<file path="src/rtl/fraction_pkg.sv">
// Shared definitions for the fraction reducer: default width and FSM state encoding.
package fraction_pkg;

  localparam int W_DEFAULT = 4;

  typedef enum logic [1:0] {
    IDLE    = 2'd0,
    DIV_NUM = 2'd1,
    DIV_DEN = 2'd2,
    DONE    = 2'd3
  } state_t;

endpackage

</file>
<file path="src/rtl/sub_divider.sv">
// Repeated-subtraction divider datapath: one subtraction of g from rem per step,
// counting the quotient in q. finish is high once rem < g.
module sub_divider
  import fraction_pkg::*;
#(
  parameter int W = W_DEFAULT
) (
  input  logic         clk,
  input  logic         reset,
  input  logic         load,
  input  logic [W-1:0] load_val,
  input  logic         step,
  input  logic [W-1:0] g,
  output logic [W-1:0] q,
  output logic [W-1:0] rem,
  output logic         finish
);

  assign finish = (rem < g);

  // NOTE: sequential state uses non-blocking assignments so every register
  // samples the pre-edge values, independent of statement order.
  always_ff @(posedge clk or posedge reset) begin
    if (reset) begin
      rem <= '0;
      q   <= '0;
    end else if (load) begin
      rem <= load_val;
      q   <= '0;
    end else if (step && !finish) begin
      rem <= rem - g;
      q   <= q + W'(1);
    end
  end

endmodule

</file>
<file path="src/rtl/fraction_reducer.sv">
// Reduces a num/den pair by a supplied GCD using one shared subtractive divider,
// first for the numerator, then for the denominator.
module fraction_reducer
  import fraction_pkg::*;
#(
  parameter int W = W_DEFAULT
) (
  input  logic         clk,
  input  logic         reset,
  input  logic         in_valid,
  input  logic [W-1:0] num,
  input  logic [W-1:0] den,
  input  logic [W-1:0] gcd,
  output logic         busy,
  output logic         out_valid,
  output logic [W-1:0] num_red,
  output logic [W-1:0] den_red,
  output logic         err,
  output logic         overrun
);

  state_t       state_q, state_d;
  logic [W-1:0] g, den_hold;
  logic [W-1:0] load_val, q, rem;
  logic         load, step, finish;

  assign busy    = (state_q != IDLE);
  assign overrun = in_valid && busy;

  sub_divider #(.W(W)) u_div (
    .clk      (clk),
    .reset    (reset),
    .load     (load),
    .load_val (load_val),
    .step     (step),
    .g        (g),
    .q        (q),
    .rem      (rem),
    .finish   (finish)
  );

  // NOTE: every signal driven here gets a default first, so no path through
  // the case statement can leave one unassigned and infer a latch.
  always_comb begin
    state_d  = state_q;
    load     = 1'b0;
    load_val = num;
    step     = 1'b0;
    unique case (state_q)
      IDLE: begin
        if (in_valid) begin
          load    = 1'b1;
          state_d = (gcd == '0) ? DONE : DIV_NUM;
        end
      end
      DIV_NUM: begin
        if (finish) begin
          load     = 1'b1;
          load_val = den_hold;
          state_d  = DIV_DEN;
        end else begin
          step = 1'b1;
        end
      end
      DIV_DEN: begin
        if (finish) state_d = DONE;
        else        step    = 1'b1;
      end
      DONE:    state_d = IDLE;
      default: state_d = IDLE;
    endcase
  end

  // out_valid is registered off DONE, so it pulses on the edge leaving DONE.
  always_ff @(posedge clk or posedge reset) begin
    if (reset) begin
      state_q   <= IDLE;
      g         <= '0;
      den_hold  <= '0;
      num_red   <= '0;
      den_red   <= '0;
      err       <= 1'b0;
      out_valid <= 1'b0;
    end else begin
      state_q   <= state_d;
      out_valid <= (state_q == DONE);
      unique case (state_q)
        IDLE: begin
          if (in_valid) begin
            g        <= gcd;
            den_hold <= den;
            if (gcd == '0) begin
              num_red <= num;
              den_red <= den;
              err     <= 1'b1;
            end
          end
        end
        DIV_NUM: begin
          if (finish) begin
            num_red <= q;
            err     <= (rem != '0);
          end
        end
        DIV_DEN: begin
          if (finish) begin
            den_red <= q;
            err     <= err | (rem != '0);
          end
        end
        default: ;
      endcase
    end
  end

endmodule
</file>
<file path="config.mk">
export PLATFORM = sky130hd
export DESIGN_NAME = fraction_reducer
export DESIGN_NICKNAME = d
export VERILOG_FILES = /design/src/rtl/fraction_pkg.sv /design/src/rtl/sub_divider.sv /design/src/rtl/fraction_reducer.sv
export SDC_FILE = /design/constraint.sdc
export NUM_CORES = 1
export LEC_CHECK = 0
export ABC_AREA = 0
export CAP_MARGIN = 20
export CORE_MARGIN = 1
export CORE_UTILIZATION = 36
export CTS_CLUSTER_SIZE = 40
export DETAILED_ROUTE_END_ITERATION = 8
export SYNTH_ARGS = -nofsm -noshare
export SYNTH_HDL_FRONTEND = slang
export SYNTH_HIERARCHICAL = 1
export SYNTH_SLANG_ARGS = --single-unit
</file>
<file path="constraint.sdc">
create_clock -name clk -period 7.3 [get_ports clk]
set_clock_uncertainty 0.2 [all_clocks]
set_input_delay 1.46 -clock clk [delete_from_list [all_inputs] [get_ports clk]]
set_output_delay 1.46 -clock clk [all_outputs]
set_load 0.02 [all_outputs]
</file>
After elaboration in Yosys (flattened, before gate mapping)
Index checks and enable logic that the tools add are counted.

storage, ports and cells
  input port bits = 15
  word-level logic and storage cells = 65
  register bits after elaboration = 28
  output and inout port bits = 12

operators by class
  mux-type cells = 28
  bitwise logic cells = 1
  equality and inequality tests = 7
  add/subtract/negate cells = 2
  reductions and logical operators = 17
  order comparisons = 1

operator list
  kind                                           number
  two-way mux 4 bit                              11
  case mux 4 bit (2 select lines)                2
  two-way mux 1 bit                              8
  two-way mux 2 bit                              4
  case mux 2 bit (4 select lines)                1
  AND reduction 4 bit                            2
  nonzero test 2 bit                             4
  AND reduction 5 bit                            1
  adder 4 x 1 -> 4 bit, second input constant    1
  == test 2 bit, second input constant           2
  zero test 4 bit                                1
  < comparator 4 bit                             1
  != test 2 x 1 -> 1 bit, second input constant  2
  != test 2 bit, second input constant           2
  nonzero test 4 bit                             1
  subtractor 4 bit                               1
  case mux 1 bit (3 select lines)                1
  AND reduction 3 bit                            1
  nonzero test 3 bit                             1
  == test 2 x 1 -> 1 bit, second input constant  1
  logical AND 1 bit                              2
  zero test 2 bit                                1
  case mux 1 bit (2 select lines)                1
  AND reduction 2 bit                            1
  other kinds (3)                                3

Depth between registers and ports, before layout
  depth after elaboration = 6
  depth in mapped cells = 12
  depth with buffers taken out = 11

Hierarchy
Netlist, hierarchy kept.

modules (own cells, without submodules)
  module            seq. area each (sq um)  area an instance (sq um)  cells an instance  times used
  fraction_reducer  500.5                   1087.3                    87                 1
  sub_divider       200.2                   541.8                     56                 1

Least setup slack after synthesis
OpenSTA, ideal clock, no wires.

  kind = input to output
  start = input in_valid
  end = output overrun
  data arrival time = 1.787 ns
  cell stages on the path = 1
  required time = 5.640 ns
  buffers on the path = 0
  setup slack = 3.853 ns
  path through = nor2b_1

between the ends
  longest elaborated chain between the ends = 1

RTL lines
  item               line                    source
  start, declared    fraction_reducer.sv:10  input logic in_valid,
  logical AND 1 bit  fraction_reducer.sv:28  assign overrun = in_valid && busy;
  end, declared      fraction_reducer.sv:19  output logic overrun

No other way between the ends.

Worst setup path in the final report
Same ends and word-level chain as after synthesis.

==> flow_summary.toml <==
[power]
comb_power_share_pct = 5.9
switching_share_pct = 20.7
vdd_ir_drop_max_mv = 0.0727
power.leakage_uw = 0.000895
pwr-share-seq_pct = 51.7
p_int_uw = 238
power_density_mw_per_mm2 = 151
pwr-share-clk_pct = 42.4
power_switching_uw = 62.2

[place]
dpl-instance-area_mm2 = 0.00192
io_buffers = 26
dp.cells = 217
dp_hpwl_mm = 2.65
gp_congestion = 0.774

[yosys]
synth_top_cell_area_share_pct = 43.0
synth_cell_type_count = 35
synthTopCellsByCount = "28 x dfrtp_1, 18 x mux2_2, 11 x inv_1"
synth-main-ff-cell = "dfrtp_1"
async_reset_ff_share_pct = 100
synth-edff-count = 0
synth.cell_area_mm2 = 0.00163
synth.largest_area_cell = "dfrtp_1"
synth_nets = 169
synth-seq-cells = 28
syn_inst = 143
synth_warnings = 6
yosysMostFrequentCell = "dfrtp_1"
postSynthAreaPerCell_um2 = 11.4
ys_seq_area_share_pct = 43.0
yosys-top-cells-area = "dfrtp_1 43%, mux2_2 12%, ha_1 7.7%"

[run_status]
status = "complete, no violations"

[detailed_routing]
post_drt_wl_per_cell_um = 15.7
ant_nets = 0
drc = 0
totalWireLength_mm = 3.46
drtIter0Drc = 45
vias = 1145
first_pass_iters = 4
via_per_inst = 5.18

[floorplanning]
dieArea_mm2 = 0.00480
die_height_um = 69.3
initial_core_util_pct = 37.4
chipWidth_um = 69.3
io_pins = 27
coreArea_mm2 = 0.00435
core.rowCount = 24

[cells_and_area]
post_layout_nonfiller_instances = 221
final_area_mm2 = 0.00199
fillers = 404
syn_to_final_growth_pct = 22.4
antenna_cells = 0
drive_above_1_share_pct = 18.3
finalNetCount = 196

[setup_path]
reg2reg_depth = 11
arrival_ns = 2.76
end_kind = "primary output"
cp_data_required_time_ns = 5.64
crit_type = "input port to primary output"
path_max_fanout = 4
cp-start-kind = "input port"

[clock_network]
clkSinkCount = 28
ctsHoldBuffers = 0
cts_made_buffers = 3
cts_tree = "built"
ctsResizeCount = 0
clkTransAtPathRegs_ns = 0.10
clk_latency_ns = 0.29
post-cts-setup-buffers = 0
clk_path_buf_depth = 2
cts_root_buffer = "clkbuf_8"
htree_levels = 1

[global_route]
track_usage_pct = 15.1
grt_pass1_wl_mm = 5.77
first_global_vias = 1224
antenna_found_initial = 0
grt_overflow_total = 0
grt_max_degree = 21

[job]
maxCapViolations = 0

[timing]
slew_headroom_pct = 44.1
hold_violations = 0
slew_violations = 0
post-route-min-period_ns = 4.42
period_share_pct = 60.5
max_freq_mhz = 226
setup_viol = 0
rsz0062_at_grt = "no"
worstMarginPinSlew_ns = 0.838
final.setup.tns_ns = 0

[min_path]
hp-class = "register to register"
hold_depth = 1
==> cell usage in the layout (no fill, tap or decap), types with 5 or more instances in the layout <==
cell             instances
o21ai_0                 10
inv_1                   11
ha_1                    10
mux2_2                  18
clkdlybuf4s50_1         26
nor2_1                   6
a21oi_1                  6
nand2_1                  5
mux2i_1                 10
dfrtp_1                 28
==> sequential cells by signal, indices dropped and copies added, names as in the netlist <==
register	cells
g	4
num_red	4
u_div/q	4
state_q	2
out_valid	1
den_hold	4
u_div/rem	4
den_red	4
err	1
==> layout make-up <==
cell class	count	area [um^2]	share of cell area (%)
repair buffers	26	260	13.0
clock inverters	1	30.0	1.51
inverters	11	41.3	2.07
multi-input cells	100	856	42.9
well taps	52	65.1	3.26
flip-flops and latches	28	701	35.1
clock buffers	3	41.3	2.07
==> power groups by stage <==
stage | Sequential, uW | Combinational, uW | Clock (uW)
CTS | 155 | 18.2 | 129
global route | 156 | 19.1 | 138
floorplan | 159 | 5.28 | 0
global placement | 158 | 17.7 | 0
detailed placement | 158 | 18.1 | 0
finish | 155 | 17.7 | 127
==> layer usage <==
layer  global-route usage (%)  vias to the layer above  routed length, um
li1                         -                      557                  -
met1                     18.5                      565               1620
met2                     26.6                       18               1710
met3                     2.33                        5                 83
met4                     5.44                        0                 47
met5                        0                        -                  0
==> cells by family after synthesis <==
| family | after synthesis | synth area share (%) |
|---|---|---|
| xor gates and xnor gates | 3 | 1.61 |
| DFF | 28 | 43.0 |
| and+or+nand+nor | 25 | 9.06 |
| buffers and inverters | 15 | 4.45 |
| AOI/OAI and AO/OA | 29 | 10.7 |
| adders and majority gates | 11 | 8.91 |
| muxes | 32 | 22.3 |
==> final timing paths <==
path	startpoint	to	slack [ns]
worst max-delay path	in_valid	overrun	2.88
worst min-delay path	g[3]$_DFFE_PP0P_	g[3]$_DFFE_PP0P_	0.32
worst max register to register	u_div/rem[0]$_DFFE_PP0P_	u_div/rem[3]$_DFFE_PP0P_	4.25
worst min register to register	g[3]$_DFFE_PP0P_	g[3]$_DFFE_PP0P_	0.32
max in group asynchronous	reset	den_red[0]$_DFFE_PP0P_	4.92
min in group asynchronous	reset	u_div/q[1]$_DFFE_PP0P_	1.24
==> critical path, cell delays in order <==
cell and delay (ns):
clkdlybuf4s50_1 0.55, nor2b_1 0.15, clkdlybuf4s50_1 0.60
==> per-stage QoR <==
stage	setup WS (ns)	hold slack, ns	utilization, %	power, uW
2_1_floorplan	3.85	0.275	-	164
3_3_place_gp	2.90	0.285	44.2	176
3_5_place_dp	2.88	0.293	44.2	177
4_1_cts	2.88	0.316	45.8	303
5_1_grt	2.82	0.343	45.8	313
6_report	2.88	0.316	45.8	301
Power figures use the tool's default switching activity.
==> RTL edit 1 (same settings) <==
Remove the register `out_valid`: a continuous assignment takes its place, so the output `out_valid` follows one clock earlier. Comments in the files are not updated.
--- a/src/rtl/fraction_reducer.sv
+++ b/src/rtl/fraction_reducer.sv
@@ -82,6 +82,4 @@
       err       <= 1'b0;
-      out_valid <= 1'b0;
     end else begin
       state_q   <= state_d;
-      out_valid <= (state_q == DONE);
       unique case (state_q)
@@ -115,2 +113,4 @@
 
+  assign out_valid = (state_q == DONE);
+
 endmodule
Function: changed (Yosys sat finds a counterexample within 4 cycles, from zero or initial values and one cycle with reset high).
==> RTL edit 1 against the original RTL <==
- first-iteration DRC count shrank 44%
- wire length shrank 4.9%
- cell area shrank 2.5%
- area after synthesis shrank 1.5%
- non-clock buffer count is the same
- critical path depth is the same
- via count shrank 2.7%
- total power shrank 14%
- clock power shrank 28%
- setup slack lost 0.028 ns
- sequential cell count shrank 1
- critical path type unchanged
==> RTL edit 1: results (changes against the original RTL) <==
[status]
status = finished, final reports clean  ; unchanged

[placed_design]
dpl.cell_count = 214  ; was 217
io_buffers = 26  ; unchanged
gp_congestion = 0.755  ; was 0.774
place_hpwl_microns = 2520  ; was 2650 microns
pre_cts_ws_ns = 2.87  ; was 2.88 ns

[clocking]
cts_buffer_depth = 2  ; unchanged
clkLatencyLatePin_ns = 0.28
cts_root_buf = clkbuf_8  ; unchanged
post_cts_resized = 0  ; unchanged
htreeDepth = 1  ; unchanged
cts_buffers = 3  ; unchanged
post_cts_buffers = 0  ; unchanged
clkTransAtPathRegs_ns = 0.10  ; about the same

[timing]
slew_violations = 0  ; unchanged
worst_pin_slew_ns = 0.772  ; was 0.838 ns
fin_crit_ns = 4.45  ; was 4.42 ns

[logic_synthesis]
netlist_top_cells_count = dfrtp_1, mux2_2, inv_1  ; unchanged
synth_edf_count = 0  ; unchanged
yosysSeqAreaShare_pct = 42.1  ; was 43.0%
ys.flop_type = dfrtp_1  ; unchanged
synthArstFlopShare_pct = 100  ; unchanged
synthTopCellsByArea = dfrtp_1, mux2_2, ha_1  ; unchanged
ys_warn_count = 6  ; unchanged
ys_types = 35  ; unchanged
syn_nets = 168  ; was 169
syn_area_per_cell_sq_um = 11.3  ; was 11.4 sq um

[routing]
dr.pass1.iters = 4  ; unchanged
wl_per_cell_microns = 15.1  ; was 15.7 microns
via_per_inst = 5.11  ; was 5.18
drt_first_iter_violations = 25  ; was 45
wirelength_microns = 3290  ; was 3460 microns

[grt]
grt_pass1_vias = 1112  ; was 1224
grt_antenna_before_repair = 0  ; unchanged
grt_pass1_wl_microns = 5370  ; was 5770 microns
grt_max_degree = 20  ; was 21
track_usage_pct = 15.6  ; was 15.1%

[critical_path]
critPathArrivalTime_ns = 2.79  ; was 2.76 ns
path_delay_family = buffers and inverters  ; unchanged
crit_path_max_fanout = 4  ; unchanged
critPathSlowestCell = clkdlybuf4s50_1  ; unchanged
slowest_delay_ns = 0.60  ; about the same

[pwr]
max-vdd-ir-drop_mv = 0.0590  ; was 0.0727 mV
switchingPower_mw = 0.0609  ; was 0.0622 mW
p_leak_nw = 0.867  ; was 0.895 nW

[min_path]
hp-class = reg -> reg  ; unchanged

[final_layout]
antenna_cells = 0  ; unchanged
drive_gt1_share_pct = 18.5  ; was 18.3%
layout.nets = 195  ; was 196

-- RTL edit 1: cell type report --
type	instances	area, sq um
clock buffer	3	41.3
inverter	11	41.3
tap	50	62.6
clock inverter	1	7.51
multi-input combinational	100	856
sequential	27	676
fill	382	2200
timing repair buffer	26	260
-- RTL edit 1: kinds of logic after synthesis --
family | synth area share, %
mux | 22.6
xor+xnor | 1.64
buf+inv | 4.52
simple gates | 9.20
flops | 42.1
compound gates | 10.8
fa+ha+maj | 9.05
-- RTL edit 1: metrics by stage --
stage               utilization, %  cell area (sq um)  hold slack, ns
CTS                           46.9               1940           0.324
detailed placement            45.7               1900           0.299
global route                  46.9               1940           0.342
finish                        46.9               1940           0.321
floorplan                        -               1600           0.275
global placement              45.7               1900           0.288
-- RTL edit 1: power groups by stage --
stage | registers [mW] | clock network (mW) | logic (mW)
after global routing | 0.150 | 0.0979 | 0.0191
after CTS | 0.150 | 0.0939 | 0.0177
after detailed placement | 0.153 | 0 | 0.0176
after global placement | 0.153 | 0 | 0.0176
after floorplan | 0.153 | 0 | 0.00520
final | 0.150 | 0.0918 | 0.0173
-- RTL edit 1: worst paths after layout --
kind / endpoint / cells past startpoint / from / slack, ns
setup reg to reg: u_div/rem[1] / 11 / u_div/rem[0] / 4.24
hold / removal: g[2] / 1 / g[2] / 0.32
setup / recovery: overrun / 3 / in_valid / 2.85
hold reg to reg: g[2] / 1 / g[2] / 0.32
max in group asynchronous: g[0] / 2 / reset / 4.98
min in group asynchronous: u_div/q[1] / 2 / reset / 1.24
-- RTL edit 1: metal layers --
layer  GRT usage (%)  routed length (microns)  vias up
met3            2.47                       67        5
met4            5.36                       46        0
met2            25.0                     1570       14
li1                -                        -      559
met5               0                        0        -
met1            21.2                     1610      536
==> RTL edit 2 (config.mk and constraints unchanged) <==
Without the edit above. Set the package constant `W_DEFAULT` to 6 (it was 4).
--- a/src/rtl/fraction_pkg.sv
+++ b/src/rtl/fraction_pkg.sv
@@ -3,3 +3,3 @@
 
-  localparam int W_DEFAULT = 4;
+  localparam int W_DEFAULT = 6;
 
Interface: changed (5 resized); port bits go from 27 to 37. The function was not compared with the original's and may differ.
==> RTL edit 2 against the original RTL <==
- die area up 40%
- global-route usage up 1.5 points
- setup slack better by 0.0076 ns
- wire length up 48%
- clock power up 47%
- fmax up 0.17%
- synthesized cell count up 55%
- cell area up 43%
- sequential cell count up 12
- area after synthesis up 42%
- total power up 44%
- highest routed layer unchanged
==> RTL edit 2: results (changes against the original RTL) <==
[status]
status = finished, final reports clean  ; unchanged

[logic_synthesis]
syn_nets = 254  ; was 169
ys_warn_count = 6  ; unchanged
ys_types = 44  ; was 35
netlist_top_cells_count = dfrtp_1, mux2_2, mux2i_1, a21oi_1, inv_1  ; was dfrtp_1, mux2_2, inv_1
yosysSeqAreaShare_pct = 43.4  ; was 43.0%
syn_area_per_cell_sq_um = 10.4  ; was 11.4 sq um
synthTopCellsByArea = dfrtp_1, mux2_2, mux2i_1  ; was dfrtp_1, mux2_2, ha_1
synthArstFlopShare_pct = 100  ; unchanged

[final_layout]
antenna_cells = 0  ; unchanged
drive_gt1_share_pct = 13.9  ; was 18.3%
fillCellCount = 594  ; was 404
final_cells = 334  ; was 221
layout.nets = 291  ; was 196

[clocking]
cts_buffer_depth = 2  ; unchanged
cts_root_buf = clkbuf_8  ; unchanged
cts_buffers = 5  ; was 3
clkLatencyLatePin_ns = 0.29  ; about the same
htreeDepth = 2  ; was 1
post_cts_resized = 0  ; unchanged

[timing]
fin_setup_tns_ns = 0  ; unchanged
slew_headroom_pct = 58.3  ; was 44.1%

[pwr]
internal_power_mw = 0.337  ; was 0.238 mW
p_leak_nw = 1.27  ; was 0.895 nW
max-vdd-ir-drop_mv = 0.0779  ; was 0.0727 mV

[grt]
grt_antenna_before_repair = 0  ; unchanged
track_usage_pct = 16.5  ; was 15.1%
grt_max_degree = 29  ; was 21
grt_pass1_wl_microns = 8310  ; was 5770 microns

[critical_path]
slowest_delay_ns = 0.60  ; about the same
critPathSlowestCell = clkdlybuf4s50_1  ; unchanged
crit_path_max_fanout = 3  ; was 4
r2r-end = u_div/rem[0]  ; was u_div/rem[3]
rrSetupSlack_ns = 3.81  ; was 4.25 ns
critPathArrivalTime_ns = 2.75  ; was 2.76 ns

[routing]
drt_first_iter_violations = 85  ; was 45
vias = 1743  ; was 1145
wl_per_cell_microns = 15.4  ; was 15.7 microns
dr.pass1.iters = 4  ; unchanged

[min_path]
hp-start = den_hold[0]  ; was g[3]
whs_endpoint = den_hold[0]  ; was g[3]
hp-class = reg -> reg  ; unchanged

[placed_design]
pre_cts_ws_ns = 2.90  ; was 2.88 ns
gp_congestion = 0.813  ; was 0.774
place_hpwl_microns = 3840  ; was 2650 microns
io_buffers = 36  ; was 26

## RTL edit 2: cell count changes after synthesis, moves of 5 or more
cell / change
nor2_1: +7
dfrtp_1: +12
xor2_1: +5
mux2i_1: +8
o21ai_0: -8
a31oi_1: +12
a21oi_1: +11
nand2_1: +8
## RTL edit 2: cells by family after synthesis
logic type                 Yosys count  share of synthesized area (%)
xor gates and xnor gates             6                           2.28
DFF                                 40                           43.4
muxes                               37                           17.1
adders and majority gates           12                           6.83
buffers and inverters               25                           4.82
AOI/OAI and AO/OA                   53                           15.1
and+or+nand+nor                     48                           10.6
## RTL edit 2: how the worst max path moves through the flow
stage / startpoint / to / slack [ns]
final: in_valid / overrun / 2.89
after global routing: in_valid / overrun / 2.84
after CTS: in_valid / overrun / 2.90
after detailed placement: in_valid / overrun / 2.90
after global placement: in_valid / overrun / 2.92
after floorplan: in_valid / overrun / 3.84
## RTL edit 2: final cells by class
| cell class | count | area share, % |
|---|---|---|
| flip-flops and latches | 40 | 35.1 |
| clock inverters | 3 | 1.67 |
| well taps | 75 | 3.29 |
| multi-input cells | 156 | 41.9 |
| inverters | 15 | 1.97 |
| clock buffers | 5 | 2.41 |
| repair buffers | 40 | 13.7 |
## RTL edit 2: layer usage
layer,part of all wire [%],vias up,global-route usage [%]
met3,3.0,2,4.00
met5,0,-,0
met4,0.37,0,3.16
li1,-,869,-
met1,49,844,22.2
met2,48,28,27.0
## RTL edit 2: through the flow
stage | cell area, sq um | hold WS (ns)
floorplan | 2310 | 0.275
global placement | 2720 | 0.283
detailed placement | 2730 | 0.292
CTS | 2840 | 0.311
global route | 2860 | 0.315
finish | 2860 | 0.308
## RTL edit 2: power groups by stage
stage	registers, mW	clock network, mW	logic (mW)
after floorplan	0.226	0	0.00703
after global placement	0.226	0	0.0241
after detailed placement	0.226	0	0.0242
after CTS	0.221	0.192	0.0243
after global routing	0.221	0.202	0.0258
final	0.221	0.187	0.0239
